===== src/rtl/le_cfg_if.sv =====
// Loader handshake and configuration bus.
// master = frame source, slave = loader.
interface le_cfg_if #(
  parameter int N_LE   = 8,
  parameter int FUNC_W = 3,
  parameter int SEL_W  = 6
);
  logic                      start;
  logic                      abort;
  logic                      ser_in;
  logic                      ser_valid;
  logic                      ser_ready;
  logic [N_LE*FUNC_W-1:0]    conf_func_all;
  logic [N_LE*2*SEL_W-1:0]   conf_ins_all;
  logic                      cfg_valid;
  logic                      busy;
  logic                      done;
  logic                      err_range;

  modport master (
    output start, abort, ser_in, ser_valid,
    input  ser_ready, conf_func_all, conf_ins_all,
    input  cfg_valid, busy, done, err_range
  );

  modport slave (
    input  start, abort, ser_in, ser_valid,
    output ser_ready, conf_func_all, conf_ins_all,
    output cfg_valid, busy, done, err_range
  );
endinterface


===== src/rtl/le_config_loader.sv =====
// Serial chromosome loader: shifts a frame in,
// range-checks selectors, commits atomically.
module le_config_loader #(
  parameter int N_LE   = 8,
  parameter int FUNC_W = 3,
  parameter int SEL_W  = 6,
  parameter int N_IN   = 33
) (
  input  logic    clk,
  input  logic    rst_n,
  le_cfg_if.slave bus
);
  localparam int LE_W  = FUNC_W + 2*SEL_W;
  localparam int FB    = N_LE * LE_W;
  localparam int CNT_W = $clog2(FB);
  localparam int FW    = N_LE * FUNC_W;
  localparam int IW    = N_LE * 2 * SEL_W;

  typedef enum logic [1:0] {
    S_IDLE, S_SHIFT, S_CHECK, S_COMMIT
  } state_t;

  state_t            r_state;
  state_t            w_next;
  logic [FB-1:0]     r_shadow;
  logic [CNT_W-1:0]  r_cnt;
  logic [FW-1:0]     r_func;
  logic [IW-1:0]     r_ins;
  logic              r_cfg_valid;
  logic              r_done;
  logic              r_err;
  logic              w_accept;
  logic              w_last;
  logic              w_legal;
  logic [FW-1:0]     w_func;
  logic [IW-1:0]     w_ins;

  assign w_accept = (r_state == S_SHIFT)
                  && bus.ser_valid && !bus.abort;
  assign w_last   = (r_cnt == CNT_W'(FB-1));

  // Next-state: abort wins over an accepted bit.
  always_comb begin
    w_next = r_state;
    unique case (r_state)
      S_IDLE:
        if (bus.start) w_next = S_SHIFT;
      S_SHIFT:
        if (bus.abort) w_next = S_IDLE;
        else if (w_accept && w_last)
          w_next = S_CHECK;
      S_CHECK:
        w_next = bus.abort ? S_IDLE : S_COMMIT;
      S_COMMIT:
        w_next = S_IDLE;
      default:
        w_next = S_IDLE;
    endcase
  end

  // Unpack shadow into per-LE fields and range-check.
  always_comb begin
    w_legal = 1'b1;
    w_func  = '0;
    w_ins   = '0;
    for (int k = 0; k < N_LE; k++) begin
      w_func[k*FUNC_W +: FUNC_W] =
        r_shadow[k*LE_W +: FUNC_W];
      w_ins[k*2*SEL_W +: 2*SEL_W] =
        r_shadow[k*LE_W+FUNC_W +: 2*SEL_W];
      for (int j = 0; j < 2; j++) begin
        if ({1'b0, r_shadow[k*LE_W+FUNC_W+j*SEL_W +: SEL_W]}
            >= (SEL_W+1)'(N_IN))
          w_legal = 1'b0;
      end
    end
  end

  // State register.
  always_ff @(posedge clk or negedge rst_n) begin
    if (!rst_n) r_state <= S_IDLE;
    else        r_state <= w_next;
  end

  // Shadow shift register and bit counter.
  always_ff @(posedge clk or negedge rst_n) begin
    if (!rst_n) begin
      r_shadow <= '0;
      r_cnt    <= '0;
    end else if (r_state == S_IDLE && bus.start) begin
      r_cnt    <= '0;
    end else if (w_accept) begin
      r_shadow <= {bus.ser_in, r_shadow[FB-1:1]};
      r_cnt    <= r_cnt + 1'b1;
    end
  end

  // Active config, status flags and done pulse.
  always_ff @(posedge clk or negedge rst_n) begin
    if (!rst_n) begin
      r_func      <= '0;
      r_ins       <= '0;
      r_cfg_valid <= 1'b0;
      r_err       <= 1'b0;
      r_done      <= 1'b0;
    end else begin
      r_done <= (w_next == S_COMMIT);
      if (r_state == S_IDLE && bus.start)
        r_err <= 1'b0;
      if (r_state == S_CHECK && !bus.abort) begin
        if (w_legal) begin
          r_func      <= w_func;
          r_ins       <= w_ins;
          r_cfg_valid <= 1'b1;
        end else begin
          r_err       <= 1'b1;
        end
      end
    end
  end

  assign bus.ser_ready     = (r_state == S_SHIFT);
  assign bus.busy          = (r_state != S_IDLE);
  assign bus.done          = r_done;
  assign bus.conf_func_all = r_func;
  assign bus.conf_ins_all  = r_ins;
  assign bus.cfg_valid     = r_cfg_valid;
  assign bus.err_range     = r_err;
endmodule


===== src/flat_wrapper.sv =====
// flat-port wrapper written by rule: the top's interface ports become plain ports
module le_config_loader_flat 
#(
  parameter int N_LE   = 8,
  parameter int FUNC_W = 3,
  parameter int SEL_W  = 6,
  parameter int N_IN   = 33
)
  (clk, rst_n, bus_start, bus_abort, bus_ser_in, bus_ser_valid, bus_ser_ready, bus_conf_func_all, bus_conf_ins_all, bus_cfg_valid, bus_busy, bus_done, bus_err_range);
  le_cfg_if #(.N_LE(N_LE), .FUNC_W(FUNC_W), .SEL_W(SEL_W)) bus_i ();
  input  logic clk;
  input  logic rst_n;
  input wire logic [$bits(bus_i.start)-1:0] bus_start;
  input wire logic [$bits(bus_i.abort)-1:0] bus_abort;
  input wire logic [$bits(bus_i.ser_in)-1:0] bus_ser_in;
  input wire logic [$bits(bus_i.ser_valid)-1:0] bus_ser_valid;
  output wire logic [$bits(bus_i.ser_ready)-1:0] bus_ser_ready;
  output wire logic [$bits(bus_i.conf_func_all)-1:0] bus_conf_func_all;
  output wire logic [$bits(bus_i.conf_ins_all)-1:0] bus_conf_ins_all;
  output wire logic [$bits(bus_i.cfg_valid)-1:0] bus_cfg_valid;
  output wire logic [$bits(bus_i.busy)-1:0] bus_busy;
  output wire logic [$bits(bus_i.done)-1:0] bus_done;
  output wire logic [$bits(bus_i.err_range)-1:0] bus_err_range;
  assign bus_i.start = bus_start;
  assign bus_i.abort = bus_abort;
  assign bus_i.ser_in = bus_ser_in;
  assign bus_i.ser_valid = bus_ser_valid;
  assign bus_ser_ready = bus_i.ser_ready;
  assign bus_conf_func_all = bus_i.conf_func_all;
  assign bus_conf_ins_all = bus_i.conf_ins_all;
  assign bus_cfg_valid = bus_i.cfg_valid;
  assign bus_busy = bus_i.busy;
  assign bus_done = bus_i.done;
  assign bus_err_range = bus_i.err_range;
  le_config_loader #(.N_LE(N_LE), .FUNC_W(FUNC_W), .SEL_W(SEL_W), .N_IN(N_IN)) u_core (.clk(clk), .rst_n(rst_n), .bus(bus_i));
endmodule

===== config.mk =====
export PLATFORM = sky130hd
export DESIGN_NAME = le_config_loader_flat
export DESIGN_NICKNAME = d
export VERILOG_FILES = /design/src/rtl/le_cfg_if.sv /design/src/rtl/le_config_loader.sv /design/src/flat_wrapper.sv
export SDC_FILE = /design/constraint.sdc
export NUM_CORES = 1
export LEC_CHECK = 0
export CELL_PAD_IN_SITES_DETAIL_PLACEMENT = 1
export CELL_PAD_IN_SITES_GLOBAL_PLACEMENT = 1
export CORE_AREA = 5 5 167 169
export DETAILED_ROUTE_END_ITERATION = 12
export DIE_AREA = 0 0 172 174
export PLACE_DENSITY = 0.76
export SYNTH_ARGS = -nofsm -noshare
export SYNTH_HDL_FRONTEND = slang
export SYNTH_SLANG_ARGS = --single-unit

===== constraint.sdc =====
create_clock -name clk -period 4.24 [get_ports clk]
set_input_delay 0.636 -clock clk [delete_from_list [all_inputs] [get_ports clk]]
set_output_delay 0.636 -clock clk [all_outputs]
set_load 0.01 [all_outputs]

==> out/qor.txt <==
Async SR Flop Fraction - 100%
Cell taking the most area after synthesis - dfrtp_1
VDD IR-drop max - 0.000300 V
Global placement routability congestion - 0.717
CTS tree - built
Synthesized netlist net count - 859
Die Span Y - 174 um
DR WL/cell - 17.5 um
Top cell type's share of synthesized area - 62.8%
Largest net degree at the start of global routing - 109
Post-Route WL - 23600 um
First-pass GRT wire length - 38600 um
Vias in the first global route - 7091
Worst Path Max Fanout - 72
Max Cap Viol - 0
Nets - 987
Origin of the worst setup path - u_core.r_shadow[58]$_DFFE_PN0P_
Hold WC Path Type - primary input to async pin
Share of layout cells above drive strength 1 - 17.7%
Synth Register Bits - 252
Initial antenna violation count - 0
Maximum clock frequency - 288 MHz
Remaining DRCs - 0
Lkg Pwr - 0.00674 uW
Full die area - 29900 um2
CTS-repair resized insts - 0
Antenna Cells - 0
Total CTS buffers - 28
Fillers - 2807
Clock sink count - 252
Mean Syn Cell Area - 11.8 um2
Postcts setup bufs - 0
Post-route design area - 12600 um2
Clk_lat worst skew - 540 ps
R2r startpoint - u_core.r_shadow[58]$_DFFE_PN0P_
Count leader, synth - nand2_1
Clk pin slew, worst setup/hold paths - 60 ps
PwrDens - 407 nW/um2
Core ar. - 26400 um2
Period Utilization, post-route - 81.9%
GRT Residual Overflow - 0
Post-Place Cell Area - 11600 um2
Sequential cell area fraction in the yosys report - 62.8%
Initial detailed-routing violation count - 353
DRT Pass-1 Iters - 4
Clock skew - 20.3 ps
Deepest clock path buffer count - 3
CTS H-tree lvls - 1
Die width - 172 um
CTS Hold Bufs - 0
Mapped Area - 10000 um2
Most area-consuming cells after synthesis - dfrtp_1, nand2_1, mux2_4
DP Wirelength - 15100 um
Synth warn - 0
Commonest cells in the netlist - nand2_1, dfrtp_1, mux2_4, mux2_2, clkbuf_1
Worst EP required - 4650 ps
Root Buffer - clkbuf_16
Via count - 6589
Setup crit start kind - register
Critical path type - register to register
TNS Setup - 0 ps
# rows - 60
Post-synth EDFFs - 0
Slew HR - 20.1%
Finish-stage setup viols - 0
Actual slew at the worst max-slew pin - 1200 ps
Critical path arrival - 3880 ps
Area growth from synthesis to layout - 25.5%
I/O Pins - 131
Tot GR Track Use - 15.7%
Final hold violation count - 0
Max Slew Vio Count - 0
Routed Antenna Nets - 0
Status - finished clean
Final worst path period need - 3470 ps
RSZ-0062 raised after global routing - no
Yosys cell types - 26
Most used DFF post-synth - dfrtp_1
Synth Instances - 852
Initial Utilization - 38.0%
Port bufs - 130
Critical Path End Type - register
Vias/cell - 4.91
-- metrics by stage --
step                      setup slack [ps]  std cells  hold slack, ps  utilization, %  total power [uW]
after floorplan                       1940        852             340               -              2590
after global placement                 857       1291             449            44.0              2700
after detailed placement               792       1291             471            44.0              2700
after CTS                              721       1342             181            47.7              5210
after global routing                   567       1342             223            47.7              5330
final                                  767       1342             140            47.7              5130
-- critical path, cell delays in order (launching register included) --
cell,delay [ps]
dfrtp_1,410
or4_1,520
o21ai_0,420
nand4_1,300
nor4_1,620
nand2_4,80
buf_4,430
mux2_4,460
-- area by class of cell --
| class | count | area (um2) | share of cell area (%) |
|---|---|---|---|
| Sequential cell | 252 | 6310 | 50.1 |
| Multi-Input combinational cell | 558 | 3510 | 27.8 |
| Timing Repair Buffer | 138 | 1390 | 11.0 |
| Clock buffer | 43 | 857 | 6.80 |
| Tap cell | 341 | 427 | 3.39 |
| Clock inverter | 8 | 101 | 0.805 |
| Inverter | 2 | 7.51 | 0.0596 |
-- report_power, final --
part	total (uW)	leakage, uW	switching, uW	internal, uW
clock	2480	0.000478	969	1510
combinational	177	0.00275	132	45.0
sequential	2480	0.00351	37.1	2440
-- metal layers --
metal	GRT usage (%)	part of all wire, %	vias to the layer above
met5	0	0	-
met4	3.64	1.8	0
met3	3.12	4.9	36
met2	25.0	47	136
met1	22.3	46	3389
li1	-	-	3028
-- final timing paths --
kind,slack [ps],cells after the start,to
worst min-delay path,140,1,u_core.r_shadow[16]$_DFFE_PN0P_
max in group asynchronous,3140,2,u_core.r_state[0]$_DFF_PN0_
worst max register to register,770,7,u_core.bus.conf_ins_all[85]$_DFFE_PN0P_
worst max-delay path,770,7,u_core.bus.conf_ins_all[85]$_DFFE_PN0P_
min in group clk,480,1,u_core.bus.cfg_valid$_DFFE_PN0P_
worst min register to register,480,1,u_core.bus.cfg_valid$_DFFE_PN0P_
-- cells in the final DEF (no fill, tap or decap), types with 2 or more instances in the layout --
cell type	n
a21oi_1	3
buf_12	2
buf_4	6
bufinv_16	2
clkbuf_1	5
clkbuf_16	28
clkbuf_8	10
clkdlybuf4s50_1	129
clkinv_2	5
dfrtp_1	252
inv_1	2
mux2_2	31
mux2_4	89
nand2_1	367
nand2b_1	2
nand4_1	7
nor2_1	4
nor2b_1	2
o21ai_0	23
o21ai_1	2
or3_1	3
or4_1	16
-- kinds of logic (layout without fill, tap and decap cells) --
logic type / after synthesis / in the layout / synth area share (%)
AO/OA/AOI/OAI: 30 / 30 / 1.55
flip-flops: 252 / 252 / 62.8
adder cells (fa/ha/maj): 1 / 1 / 0.125
buffers and inverters: 42 / 191 / 2.33
XOR/XNOR: 1 / 1 / 0.0873
AND/OR/NAND/NOR: 406 / 406 / 16.3
multiplexers: 120 / 120 / 16.8
-- state kept, by name, indices dropped and copies added (netlist names) --
register,cells
u_core.r_shadow,120
u_core.bus.conf_ins_all,96
u_core.bus.conf_func_all,24
u_core.r_cnt,7
u_core.r_state,2
u_core.bus.cfg_valid,1
u_core.bus.done,1
u_core.bus.err_range,1
Power figures use the tool's default switching activity.
==> variant 1: new RTL, config.mk and constraints unchanged <==
`SEL_W` is set to 6 in 3 places; all go to 8.
--- a/src/rtl/le_cfg_if.sv
+++ b/src/rtl/le_cfg_if.sv
@@ -5,3 +5,3 @@
   parameter int FUNC_W = 3,
-  parameter int SEL_W  = 6
+  parameter int SEL_W  = 8
 );
--- a/src/rtl/le_config_loader.sv
+++ b/src/rtl/le_config_loader.sv
@@ -5,3 +5,3 @@
   parameter int FUNC_W = 3,
-  parameter int SEL_W  = 6,
+  parameter int SEL_W  = 8,
   parameter int N_IN   = 33
--- a/src/flat_wrapper.sv
+++ b/src/flat_wrapper.sv
@@ -5,3 +5,3 @@
   parameter int FUNC_W = 3,
-  parameter int SEL_W  = 6,
+  parameter int SEL_W  = 8,
   parameter int N_IN   = 33
Interface: changed (resized bus_conf_ins_all); port bits go from 131 to 163. No check against the original RTL was run, so the function may have changed too.
==> variant 1 against the unedited design <==
Combinational power up 25%. Design area grew 19%. Total power rose by 20%. Setup slack improved by 230 ps. First-iteration DRC count is 15% higher. Routed wire length is 20% higher. Area after synthesis increased by 19%. Sequential cell count is 65 higher.
==> variant 1: results (changes against the unedited design) <==
Yosys
  • Post-synthesis xor/xnor area fraction: 0.00292 (was 0.000873)
  • Syn avg cell area: 11.2 um^2 (was 11.8 um^2)
  • Sequential fraction of the synthesis area: 0.662 (was 0.628)
  • Synth cell count leaders: nand2_1 (462), dfrtp_1 (317), mux2_2 (83), mux2_1 (37) (was nand2_1 (368), dfrtp_1 (252), mux2_4 (89), mux2_2 (31), clkbuf_1 (27))
  • Synth cell types: 33 (was 26)
  • Mapped Nets: 1,078 (was 859)
  • Adder-Cell Fraction of Synth Area: 0.00104 (was 0.00125)
  • Mux cell area share after synthesis: 0.113 (was 0.168)
  • Largest family of logic cells by synthesized area: simple AND/OR/NAND/NOR gates (was multiplexers)

Clocking
  • Cts bufs inserted: 35 (was 28)
  • Clk Latency, worst-skew pair: 500 ps (was 540 ps)
  • Htree depth: 2 (was 1)

Final layout
  • Fin cells: 1,593 (was 1,342)
  • Max reg flops: 152 (was 120)
  • Multi-input gate area: 0.00384 mm^2 (was 0.00351 mm^2)
  • Share of cells above drive strength 1: 0.115 (was 0.177)

Setup path
  • CP arrival: 3620 ps (was 3880 ps)

Status
  • Status: finished, final reports clean (unchanged)

Global routing
  • Gr usage total: 0.192 (was 0.157)
  • Vias in the first global route: 8,803 (was 7,091)

Routing
  • Met3 wire length: 1.55 mm (was 1.15 mm)
  • 1st-iter DRT viols: 405 (was 353)
  • Vias: 8,142 (was 6,589)
  • Drt wl/cell: 17.7 um (was 17.5 um)
  • WL met1: 12.4 mm (was 10.9 mm)
  • WL met2: 13.5 mm (was 11.1 mm)

Timing
  • Worst-margin pin slew: 1040 ps (was 1200 ps)
  • Worst Skew: 16.8 ps (was 20.3 ps)

Power and ir drop
  • Leakage Power: 7.96 nW (was 6.74 nW)
  • Maximum vdd ir drop: 248 uV (was 300 uV)

Placed design
  • DP Wirelength: 18.2 mm (was 15.1 mm)
  • Dpl cells: 1,535 (was 1,291)
  • RePlAce Congestion: 0.775 (was 0.717)
variant 1: cell types whose count changed in the layout (fill, tap and decap cells not counted), sizes merged, moves of 4 or more:
cell           unedited run  this run
nor2                      4         9
clkdlybuf4s50           129       161
and2                      1        33
clkbuf                   43        55
nand3                     0         4
nand2                   368       462
nor4                      1         8
dfrtp                   252       317
variant 1: cells by family (layout without fill, tap and decap cells):
logic type | count (synthesis) | in the layout
XOR/XNOR | 4 | 4
AO/OA/AOI/OAI | 26 | 26
adder cells (fa/ha/maj) | 1 | 1
multiplexers | 120 | 120
AND/OR/NAND/NOR | 551 | 551
flip-flops | 317 | 317
buffers and inverters | 52 | 233
variant 1: path summary, 6_finish.rpt:
path	start	endpoint	slack (ps)	depth (start not counted)
worst min-delay path	rst_n	u_core.bus.conf_func_all[19]$_DFFE_PN0P_	180	1
worst min register to register	u_core.bus.conf_ins_all[31]$_DFFE_PN0P_	u_core.bus.conf_ins_all[31]$_DFFE_PN0P_	480	1
max in group asynchronous	rst_n	u_core.r_shadow[60]$_DFFE_PN0P_	3150	2
min in group clk	u_core.bus.conf_ins_all[31]$_DFFE_PN0P_	u_core.bus.conf_ins_all[31]$_DFFE_PN0P_	480	1
worst max-delay path	u_core.r_shadow[53]$_DFFE_PN0P_	u_core.bus.conf_ins_all[58]$_DFFE_PN0P_	990	7
worst max register to register	u_core.r_shadow[53]$_DFFE_PN0P_	u_core.bus.conf_ins_all[58]$_DFFE_PN0P_	990	7
variant 1: final cells by class:
cell class / count / area share
inverters: 2 / 0.000499
clock buffers: 55 / 0.0694
well taps: 341 / 0.0284
repair buffers: 173 / 0.117
flip-flops and latches: 317 / 0.528
multi-input cells: 702 / 0.256
clock inverters: 3 / 0.00125
variant 1: per-stage QoR:
step                hold slack (ps)  setup WS [ps]
global placement                450            984
CTS                             210            969
floorplan                       340           1950
finish                          183            994
global route                    246            754
detailed placement              471            962
variant 1: power by group through the flow:
stage / clock network, W / logic (W) / registers [W]
2_1_floorplan: 0 / 0.000106 / 0.00314
3_3_place_gp: 0 / 0.000227 / 0.00314
3_5_place_dp: 0 / 0.000230 / 0.00315
4_1_cts: 0.00291 / 0.000232 / 0.00309
5_1_grt: 0.00304 / 0.000257 / 0.00309
6_report: 0.00283 / 0.000221 / 0.00309
variant 1: routing by layer:
layer,vias to the layer above,track usage
li1,3776,-
met1,4162,0.262
met2,156,0.308
met3,46,0.0487
met4,2,0.0521
met5,-,0
variant 1: critical path: stages (launching register included):
cell and delay, ps:
dfrtp_1 410, or4_1 520, o21ai_0 590, nand4_1 240, nor3_2 310, nand3_4 100, buf_4 420, mux2_1 460
==> variant 2: new RTL, same settings <==
Made on the original files. Encoding of `state_t`: now one-hot (4 bits for 4 states).
--- a/src/rtl/le_config_loader.sv
+++ b/src/rtl/le_config_loader.sv
@@ -18,4 +18,4 @@
 
-  typedef enum logic [1:0] {
-    S_IDLE, S_SHIFT, S_CHECK, S_COMMIT
+  typedef enum logic [3:0] {
+    S_IDLE = 4'b0001, S_SHIFT = 4'b0010, S_CHECK = 4'b0100, S_COMMIT = 4'b1000
   } state_t;
Check against the original RTL: same outputs for any inputs over 10 cycles, from zero or initial values and one cycle with rst_n low; not proved beyond that.
==> variant 2 against the unedited design <==
Hold slack gained 31 ps. Design area grew 1.0%. Total power grew 0.50%. Count of clock-buffer cells in the layout shrank 9. Largest cell class unchanged. Clock skew shrank 6.7 ps. Sequential share of layout area shrank 0.099 points. Critical path depth is the same. Routed wire length grew 3.1%. Sequential cell count grew 2. Setup slack gained 250 ps. Via count shrank 0.65%. Area after synthesis grew 1.1%.
==> variant 2: results (changes against the unedited design) <==
Power and ir drop
  • Leakage Power: 6.80 nW (was 6.74 nW)
  • Maximum vdd ir drop: 321 uV (was 300 uV)

Final layout
  • # fillers: 2,794 (was 2,807)
  • Final net count: 999 (was 987)
  • Fin cells: 1,354 (was 1,342)
  • Top reg by flops: u_core.r_shadow (unchanged)
  • Share of cells above drive strength 1: 0.179 (was 0.177)

Global routing
  • Antenna violations before repair: 1 (was 0)
  • Met1 Resource Use GR: 0.223 (about the same)
  • Met3 Use GR: 0.0259 (was 0.0312)
  • First-pass GRT wire length: 40.5 mm (was 38.6 mm)
  • Met2 global-route usage: 0.279 (was 0.250)
  • Largest net degree at the start of global routing: 106 (was 109)
  • Gr usage total: 0.166 (was 0.157)
  • Vias in the first global route: 7,238 (was 7,091)

Routing
  • DRT Wirelength: 24.3 mm (was 23.6 mm)
  • WL met1: 10.9 mm (about the same)
  • WL met2: 12.0 mm (was 11.1 mm)
  • Met3 wire length: 794 um (was 1.15 mm)
  • Vias: 6,546 (was 6,589)
  • 1st-iter DRT viols: 376 (was 353)

Status
  • Status: finished, final reports clean (unchanged)

Placed design
  • Dpl cell area: 0.0118 mm^2 (was 0.0116 mm^2)
  • DP Wirelength: 15.7 mm (was 15.1 mm)
  • Dpl cells: 1,304 (was 1,291)
  • RePlAce Congestion: 0.734 (was 0.717)

Setup path
  • R2R Setup Slk: 1020 ps (was 770 ps)
  • Crit path to: u_core.bus.conf_func_all[14]$_DFFE_PN0P_ (was u_core.bus.conf_ins_all[85]$_DFFE_PN0P_)
  • Crit. Startpoint: u_core.r_shadow[73]$_DFFE_PN0P_ (was u_core.r_shadow[58]$_DFFE_PN0P_)
  • Family with the most delay on the worst path: simple AND/OR/NAND/NOR gates (unchanged)
  • CP max FO: 83 (was 72)
  • CP arrival: 3630 ps (was 3880 ps)

Yosys
  • Syn avg cell area: 11.7 um^2 (was 11.8 um^2)
  • Synth top area cells: dfrtp_1 (62%), nand2_1 (14%), mux2_4 (13%) (was dfrtp_1 (63%), nand2_1 (14%), mux2_4 (13%))
  • Sequential fraction of the synthesis area: 0.627 (was 0.628)
  • Synth Flop Type: dfrtp_1 (unchanged)
  • Synth cell types: 29 (was 26)
  • Mapped Nets: 871 (was 859)

Timing
  • Worst Skew: 13.7 ps (was 20.3 ps)
  • Hold slack: 171 ps (was 140 ps)
  • Highest clock rate: 311 MHz (was 288 MHz)
  • Slew margin rel.: 0.474 (was 0.201)

Hold path
  • HP Class: input port to asynchronous set/reset pin (unchanged)

Clocking
  • Cts bufs inserted: 27 (was 28)
==> variant 2: cell count changes after synthesis, sizes merged, moves of 2 or more <==
cell	delta
a21oi	-3
nand3	+3
nor2	+3
nor4b	+3
or3	-3
and3	+2
nand4	-2
nor2b	-2
nor4	+2
==> variant 2: logic make-up after synthesis <==
family | after synthesis | share of synthesized area
mux | 120 | 0.166
buf+inv | 44 | 0.0239
fa+ha+maj | 1 | 0.00123
compound gates | 27 | 0.0139
xor+xnor | 2 | 0.00173
flops | 254 | 0.627
simple gates | 416 | 0.167
==> variant 2: area by class of cell <==
type,instances,share of cell area
sequential,254,0.500
timing repair buffer,140,0.111
clock inverter,15,0.0164
tap,341,0.0335
clock buffer,34,0.0591
multi-input combinational,566,0.280
antenna,1,0.000197
inverter,3,0.000885
==> variant 2: report_power, final <==
part / switching, W / leakage [nW] / internal [W]
registers: 0.0000244 / 3.54 / 0.00244
clock network: 0.000973 / 0.479 / 0.00156
logic: 0.000114 / 2.78 / 0.0000394
total: 0.00111 / 6.80 / 0.00404
